$ cat config.mk
export PLATFORM = sky130hd
export DESIGN_NAME = fifo_wr_arbiter
export DESIGN_NICKNAME = d
export VERILOG_FILES = /design/src/rtl/fifo_arb_pkg.sv /design/src/rtl/fifo_wr_arbiter_rr_pick.sv /design/src/rtl/fifo_wr_arbiter.sv
export SDC_FILE = /design/constraint.sdc
export NUM_CORES = 1
export LEC_CHECK = 0
export CAP_MARGIN = 20
export CORE_ASPECT_RATIO = 1.1
export CORE_MARGIN = 2
export CORE_UTILIZATION = 36
export CTS_BUF_LIST = sky130_fd_sc_hd__clkbuf_8
export DETAILED_ROUTE_END_ITERATION = 6
export GPL_ROUTABILITY_DRIVEN = 1
export MAX_ROUTING_LAYER = met4
export PLACE_DENSITY = 0.83
export SYNTH_ARGS = -nofsm -noshare
export SYNTH_HDL_FRONTEND = slang
export SYNTH_SLANG_ARGS = --single-unit
$ cat constraint.sdc
create_clock -name CLK -period 2.15 [get_ports CLK]
set_clock_uncertainty 0.05 [all_clocks]
set_input_delay 0.43 -clock CLK [delete_from_list [all_inputs] [get_ports CLK]]
set_output_delay 0.43 -clock CLK [all_outputs]
set_load 0.01 [all_outputs]
$ cat src/rtl/fifo_arb_pkg.sv
// Shared constants for the FIFO write-port arbiter: FSM encoding and default sizing.
package fifo_arb_pkg;

  typedef enum logic {
    ST_IDLE  = 1'b0,
    ST_GRANT = 1'b1
  } arb_state_t;

  localparam int DEF_NUM_REQ    = 4;
  localparam int DEF_DATA_WIDTH = 8;
  localparam int DEF_MAX_BURST  = 4;

  localparam int GNT_W = $clog2(DEF_NUM_REQ);
  localparam int CNT_W = $clog2(DEF_MAX_BURST + 1);

  // Width helper that never returns zero, so 1-entry counts still get a bit.
  function automatic int width_of(input int n);
    return (n > 1) ? $clog2(n) : 1;
  endfunction

endpackage

$ cat src/rtl/fifo_wr_arbiter_rr_pick.sv
// Circular priority picker: lowest set request at or above ptr, wrapping to bit 0.
module rr_pick #(
  parameter int N = 4,
  parameter int W = 2
) (
  input  logic [N-1:0] req,
  input  logic [W-1:0] rr_ptr,
  output logic [W-1:0] winner,
  output logic         any_req
);

  logic [N-1:0]   hi_mask;
  logic [2*N-1:0] dbl;

  // Low half holds only requests at/above the pointer; high half is the wrapped copy.
  always_comb begin
    hi_mask = '0;
    for (int i = 0; i < N; i++) begin
      hi_mask[i] = (i >= int'(rr_ptr));
    end
    dbl    = {req, req & hi_mask};
    winner = '0;
    for (int i = 2*N-1; i >= 0; i--) begin
      if (dbl[i]) winner = W'((i >= N) ? (i - N) : i);
    end
    any_req = |req;
  end

endmodule

$ cat src/rtl/fifo_wr_arbiter.sv
// Round-robin arbiter sharing the async FIFO write port among NUM_REQ requesters.
module fifo_wr_arbiter
  import fifo_arb_pkg::*;
#(
  parameter int NUM_REQ    = DEF_NUM_REQ,
  parameter int DATA_WIDTH = DEF_DATA_WIDTH,
  parameter int MAX_BURST  = DEF_MAX_BURST
) (
  input  logic                          CLK,
  input  logic                          RST,
  input  logic [NUM_REQ-1:0]            REQ,
  input  logic [NUM_REQ*DATA_WIDTH-1:0] REQ_DATA,
  input  logic [NUM_REQ-1:0]            REQ_LAST,
  input  logic                          FULL,
  output logic                          W_INC,
  output logic [DATA_WIDTH-1:0]         WR_DATA,
  output logic [NUM_REQ-1:0]            ACK,
  output logic [$clog2(NUM_REQ)-1:0]    GNT_ID,
  output logic                          BUSY
);

  localparam int GW = width_of(NUM_REQ);
  localparam int CW = width_of(MAX_BURST + 1);

  arb_state_t    state;
  logic [GW-1:0] rr_ptr;
  logic [GW-1:0] gnt_id;
  logic [GW-1:0] pick;
  logic [CW-1:0] burst_cnt;
  logic          any_req;
  logic          in_grant;
  logic          req_g;
  logic          ack_w;
  logic          last_word;
  logic          release_g;

  rr_pick #(.N(NUM_REQ), .W(GW)) u_pick (
    .req     (REQ),
    .rr_ptr  (rr_ptr),
    .winner  (pick),
    .any_req (any_req)
  );

  // Valid/ready contract: REQ[i] is valid, ACK[i] is ready-and-taken in the same
  // cycle; the requester holds REQ/REQ_DATA/REQ_LAST stable until it sees ACK.
  assign in_grant  = (state == ST_GRANT);
  assign req_g     = REQ[gnt_id];
  assign ack_w     = in_grant & req_g & ~FULL;
  assign last_word = REQ_LAST[gnt_id] | (burst_cnt == CW'(MAX_BURST - 1));
  // A withdrawn requester is released even during a FULL stall.
  assign release_g = in_grant & (~req_g | (ack_w & last_word));

  assign W_INC   = ack_w;
  assign ACK     = NUM_REQ'(ack_w) << gnt_id;
  assign WR_DATA = in_grant ? REQ_DATA[int'(gnt_id)*DATA_WIDTH +: DATA_WIDTH] : '0;
  assign GNT_ID  = gnt_id;
  assign BUSY    = in_grant;

  always_ff @(posedge CLK or posedge RST) begin
    if (RST) begin
      state     <= ST_IDLE;
      rr_ptr    <= '0;
      gnt_id    <= '0;
      burst_cnt <= '0;
    end else begin
      case (state)
        ST_IDLE: begin
          if (any_req) begin
            gnt_id    <= pick;
            burst_cnt <= '0;
            state     <= ST_GRANT;
          end
        end
        ST_GRANT: begin
          if (release_g) begin
            state     <= ST_IDLE;
            burst_cnt <= '0;
            rr_ptr    <= (gnt_id == GW'(NUM_REQ - 1)) ? '0 : gnt_id + GW'(1);
          end else if (ack_w) begin
            burst_cnt <= burst_cnt + CW'(1);
          end
        end
        default: state <= ST_IDLE;
      endcase
    end
  end

endmodule

### Word level (Yosys, flattened, before mapping)

Index checks and enable logic that the tools add are counted.

| storage, ports and cells | value |
|---|---|
| output and inout port bits | 16 |
| bits of input ports | 43 |
| logic and storage cells | 51 |
| bits in registers | 8 |

| operators by class | value |
|---|---|
| add/sub/neg operators | 2 |
| $lt $le $gt $ge | 4 |
| bitwise operators | 10 |
| muxes and demuxes | 21 |
| reductions and logical operators | 4 |
| equality and inequality tests | 4 |
| shift operators | 2 |

Operator list:

| kind | count |
|---|---|
| $shiftx 32x6->8 | 1 |
| $mux 2 | 9 |
| $mux 3 | 3 |
| $mux 8 | 1 |
| $pmux 3 s2 | 1 |
| $reduce_and 2->1 | 3 |
| $and 1x1->1 | 4 |
| $and 4x4->4 | 1 |
| $bmux 1 s2 | 2 |
| $ge 1x2->1 const A | 2 |
| $mux 1 | 4 |
| $reduce_or 4->1 | 1 |
| $shl 1x2->4 | 1 |
| $add 3x1->3 const B | 1 |
| $eq 3x2->1 const B | 1 |
| $lt 2x3->1 const B | 1 |
| $ne 3x1->1 const B | 1 |
| $not 1->1 | 3 |
| $add 2x1->2 const B | 1 |
| $eq 2x2->1 const B | 1 |
| $ge 2x2->1 const A | 1 |
| $ne 2x2->1 const B | 1 |
| $or 1x1->1 | 2 |
| $pmux 1 s2 | 1 |

### Logic depth before layout (Yosys ltp)

| logic depth | value |
|---|---|
| depth in word-level cells | 9 |
| mapped depth | 6 |
| depth with buffers taken out | 6 |

### Hierarchy

Synthesis repeated with hierarchy kept, for this count alone.

| unflattened totals | value |
|---|---|
| cell total of the unflattened synthesis | 77 |
| area total of the unflattened synthesis | 839.6 µm² |

By module, submodules not included:

| module | cells each | area an instance (µm²) | sequential area each (µm²) | times used |
|---|---|---|---|---|
| fifo_wr_arbiter | 65 | 762.0 | 200.2 | 1 |
| rr_pick | 12 | 77.6 | 0.0 | 1 |

### Least setup slack after synthesis

No wires, ideal clock.

| timing | value |
|---|---|
| path type | reg2out |
| from | register gnt_id[0] (netlist: GNT_ID[0]) |
| to | output port ACK[3] |
| buffers on the path | 1 |
| data arrival time | 1.496 ns |
| required time | 1.670 ns |
| cell stages (with the launch flop) | 6 |
| setup slack | 0.174 ns |
| cell sequence | dfrtp_1 buf_6 mux4_2 nand2_1 inv_1 and3_1 |

| on the way | value |
|---|---|
| cells in the longest elaborated chain, start to end | 5 |

RTL lines:

| what | RTL line | RTL |
|---|---|---|
| start: declaration | fifo_wr_arbiter.sv:27 | `logic [GW-1:0] gnt_id;` |
| start signal: assignment | fifo_wr_arbiter.sv:69 | `gnt_id <= pick;` |
| $bmux 1 s2 | fifo_wr_arbiter.sv:47 | `assign req_g = REQ[gnt_id];` |
| $mux 1 (not written as such) | fifo_wr_arbiter.sv:47 |  |
| $and 1x1->1 (2 in series) | fifo_wr_arbiter.sv:48 | `assign ack_w = in_grant & req_g & ~FULL;` |
| named net W_INC | fifo_wr_arbiter.sv:15 | `output logic W_INC,` |
| $shl 1x2->4 | fifo_wr_arbiter.sv:54 | `assign ACK = NUM_REQ'(ack_w) << gnt_id;` |
| end: declaration | fifo_wr_arbiter.sv:17 | `output logic [NUM_REQ-1:0] ACK,` |

The timed path passes the listed nets, and every way through them passes these cells. The select of a mux whose other input is x is not followed.

### Worst setup path after layout

| timing | value |
|---|---|
| from | register gnt_id[0] (netlist: GNT_ID[0]) |
| to | output port ACK[3] |

| on the way | value |
|---|---|
| cells in the longest elaborated chain, start to end | 5 |

RTL lines:

| what | RTL line |
|---|---|
| $bmux 1 s2 | fifo_wr_arbiter.sv:47 |
| $mux 1 (not written as such) | fifo_wr_arbiter.sv:47 |
| $and 1x1->1 (2 in series) | fifo_wr_arbiter.sv:48 |
| $shl 1x2->4 * | fifo_wr_arbiter.sv:54 |

Mark *: on every way between the ends. The rest lies on a longest branch, timed or not. The select of a mux whose other input is x is not followed.

==> impl_results.md <==
* Placed cells at 179
* Post-synth EDFFs at 0
* Fin worst setup slack at -0.00594 ns
* Die Width at 49.7 µm
* Clk Latency, worst-skew pair at between 0.2 and 0.25 ns
* Initial core utilization at a little under two fifths
* Hpwl dp at 2320 µm
* Wl on met1 at about 1200 µm
* Starting DRT DRC Count at 19
* DRC viols at 0
* Max Slew Vio Count at 0
* Sequential fraction of the synthesis area at 24.2%
* Root Driver: clkbuf_8
* Final GP Congestion at roughly 0.76
* Reg power frac at roughly 17%
* WL/cell at roughly 16 µm
* Final Critical Period at 2.16 ns
* Fin util at a little over two thirds
* # fillers at between 150 and 200
* CTS Sinks at 8
* Yosys reg bits at 8
* Top cells by area, synth: dfrtp_1 (24%), mux4_2 (14%), mux4_1 (13%)
* CP Max Fanout at 3
* Inserted Clock Buffers at 3
* Commonest non-fill, non-tap cell in the layout: clkdlybuf4s50_1
* H-tree depth at 1
* Post-synth top area cell: dfrtp_1
* TritonRoute pass-1 iters at 4
* Routed Antenna Nets at 0
* Core Rows at 18
* Global Route Usage Sum at 24.3%
* PortBufs at 58
* Vias per inst at ~5.3
* Fin nets at between 200 and 250
* Slew HR at roughly three fifths
* Slowest CP cell: mux4_2
* Final setup violation count at 1
* CP max stage delay at roughly 0.52 ns
* P_sw at between 0.0005 and 0.0006 W
* Ys flop type: dfrtp_1
* Unique cell type count in the Yosys netlist at 31
* Endpoints failing hold at 0
* Syn_nets at around 130
* Ys async rst share at 100%
* Vias in the first global route at around 920
* Number of diodes at 0
* Gate power share at ~72%
* Syn Area/Cell at a little over 10 µm²
* Max cap viols at 0
* Mapped cell area at 827 µm²
* Top Layer Used: met4
* Post-DP Area at approximately 1500 µm²
* Period Utilization, post-route at 100%
* Worst EP required at between 1.5 and 2 ns
* Peak supply drop at between 700 and 800 µV
* Core Area at 2210 µm²
* P per Cell Area at a little over 1000 nW/µm²
* Status: complete, but fails checks
* Met2 WL post-DR at approximately 1500 µm
* CTS tree: yes
* Via count at a little under 1,000
* Yosys top cell area share at roughly 24%
* Clock power frac at between 10% and 20%
* Worst EP arrival at around 1.7 ns
* Measured slew at the worst slew-check pin at about 0.57 ns
* Max Clock Freq at 464 MHz
* Met3 WL post-DR at between 300 and 400 µm
* Area Overhead vs Synth at 85.2%
* Largest net degree at the start of global routing at 18
* Worst hold-check path type: in2async
* P_leak at approximately 0.68 nW
* Maximum clock path buffer count at 2
* RSZ-0062 raised after global routing: yes
* Critical path capture point type: output pin
* Synth Instances at 82
* Die height at between 50 and 60 µm
* Crit-path cells: buf_6, mux4_2, nand2_2, inv_2, and3_1, buf_2
* Area of the die at 2700 µm²
* Num ports at 59
* Switching Share at between 30% and 40%
* Worst Setup Path Type: reg2out
* Ys Warns at 0
* Worst-path clk slew at around 0.04 ns
* Design area at between 1500 and 2000 µm²
* Drt total wl at between 3000 and 4000 µm
* Crit start category: register
* Share of layout cells above drive strength 1 at 28.6%
* Setup TNS at -0.00594 ns
* Non-Filler Instances at around 180
* Pint at roughly 0.00097 W
* First-pass GRT wire length at 4670 µm
* Commonest non-fill, non-tap cells in the layout: clkdlybuf4s50_1 (41), buf_4 (13), buf_2 (12)
* Failing checks: setup timing
* Antenna violations before repair at 0
* Remaining Overflow, GRT at 0
==> power groups by stage <==
stage               Sequential, W  Clock [W]  Combinational [W]
floorplan                0.000271          0           0.000604
global placement         0.000253          0            0.00111
detailed placement       0.000257          0            0.00114
CTS                      0.000256   0.000179            0.00111
global route             0.000264   0.000195            0.00121
finish                   0.000258   0.000180            0.00112
==> flip-flops by register name, indices dropped and copies added, names as in the netlist <==
name and cells:
rr_ptr 2, burst_cnt 3, BUSY 1, GNT_ID 2
==> critical path, delay by kind of cell (launching register included) <==
kind / cells / cell delay (ns)
multiplexers: 1 / 0.52
flip-flops: 1 / 0.41
buffers and inverters: 3 / 0.30
AND/OR/NAND/NOR: 2 / 0.21
==> final timing paths <==
check                        startpoint  cells after the start            to  slack (ns)
min reg2reg                burst_cnt[2]                      2  burst_cnt[2]        0.43
max reg2reg                   GNT_ID[0]                      7     rr_ptr[1]        0.14
max                           GNT_ID[0]                      6        ACK[3]      -0.006
min in group CLK           burst_cnt[2]                      2  burst_cnt[2]        0.43
min                                 RST                      2     rr_ptr[0]        0.39
max in group asynchronous           RST                      2  burst_cnt[2]        1.44
==> metal layers <==
layer | vias up | global-route usage [%]
met5 | - | -
met4 | 0 | 5.56
met3 | 4 | 10.7
met2 | 49 | 39.8
met1 | 461 | 27.8
li1 | 453 | -
==> synthesized netlist by cell type (2+ instances only) <==
| master | instances |
|---|---|
| and2_1 | 9 |
| nor2b_1 | 3 |
| nand2_1 | 6 |
| o41ai_1 | 2 |
| inv_1 | 6 |
| o21ai_0 | 6 |
| mux4_1 | 4 |
| nor2_1 | 5 |
| ha_1 | 3 |
| dfrtp_1 | 8 |
| buf_2 | 2 |
| a21oi_1 | 2 |
| mux4_2 | 5 |
| mux2i_1 | 3 |
| mux2_1 | 2 |
==> stage by stage <==
step / power, W / setup slack, ns / hold WS (ns)
6_report: 0.00156 / -0.00594 / 0.385
5_1_grt: 0.00167 / -0.0667 / 0.422
4_1_cts: 0.00155 / -0.0116 / 0.399
3_5_place_dp: 0.00139 / -0.505 / 0.426
3_3_place_gp: 0.00136 / -0.488 / 0.416
2_1_floorplan: 0.000875 / 0.174 / 0.196
==> kinds of logic (layout without fill, tap and decap cells) <==
logic type | count (synthesis) | in the layout | share of synthesized area [%]
DFF | 8 | 8 | 24.2
muxes | 14 | 14 | 32.7
buffers and inverters | 11 | 83 | 6.20
AOI/OAI and AO/OA | 16 | 16 | 12.6
and+or+nand+nor | 30 | 30 | 19.8
adders and majority gates | 3 | 3 | 4.54
==> cell type report <==
type / instances / area [µm²] / area share [%]
Timing Repair Buffer: 74 / 648 / 42.3
Tap cell: 30 / 37.5 / 2.45
Inverter: 6 / 22.5 / 1.47
Sequential cell: 8 / 200 / 13.1
Multi-Input combinational cell: 63 / 582 / 38.0
Clock buffer: 3 / 41.3 / 2.70
==> timing repair <==
item,CTS,global route
hold endpoints to repair,0,0
buffers inserted,1,1
gates resized for setup,63,2
hold buffers,0,0
endpoints found under the setup margin,13,7
pin swaps,2,1
(Power assumes the default switching activity.)
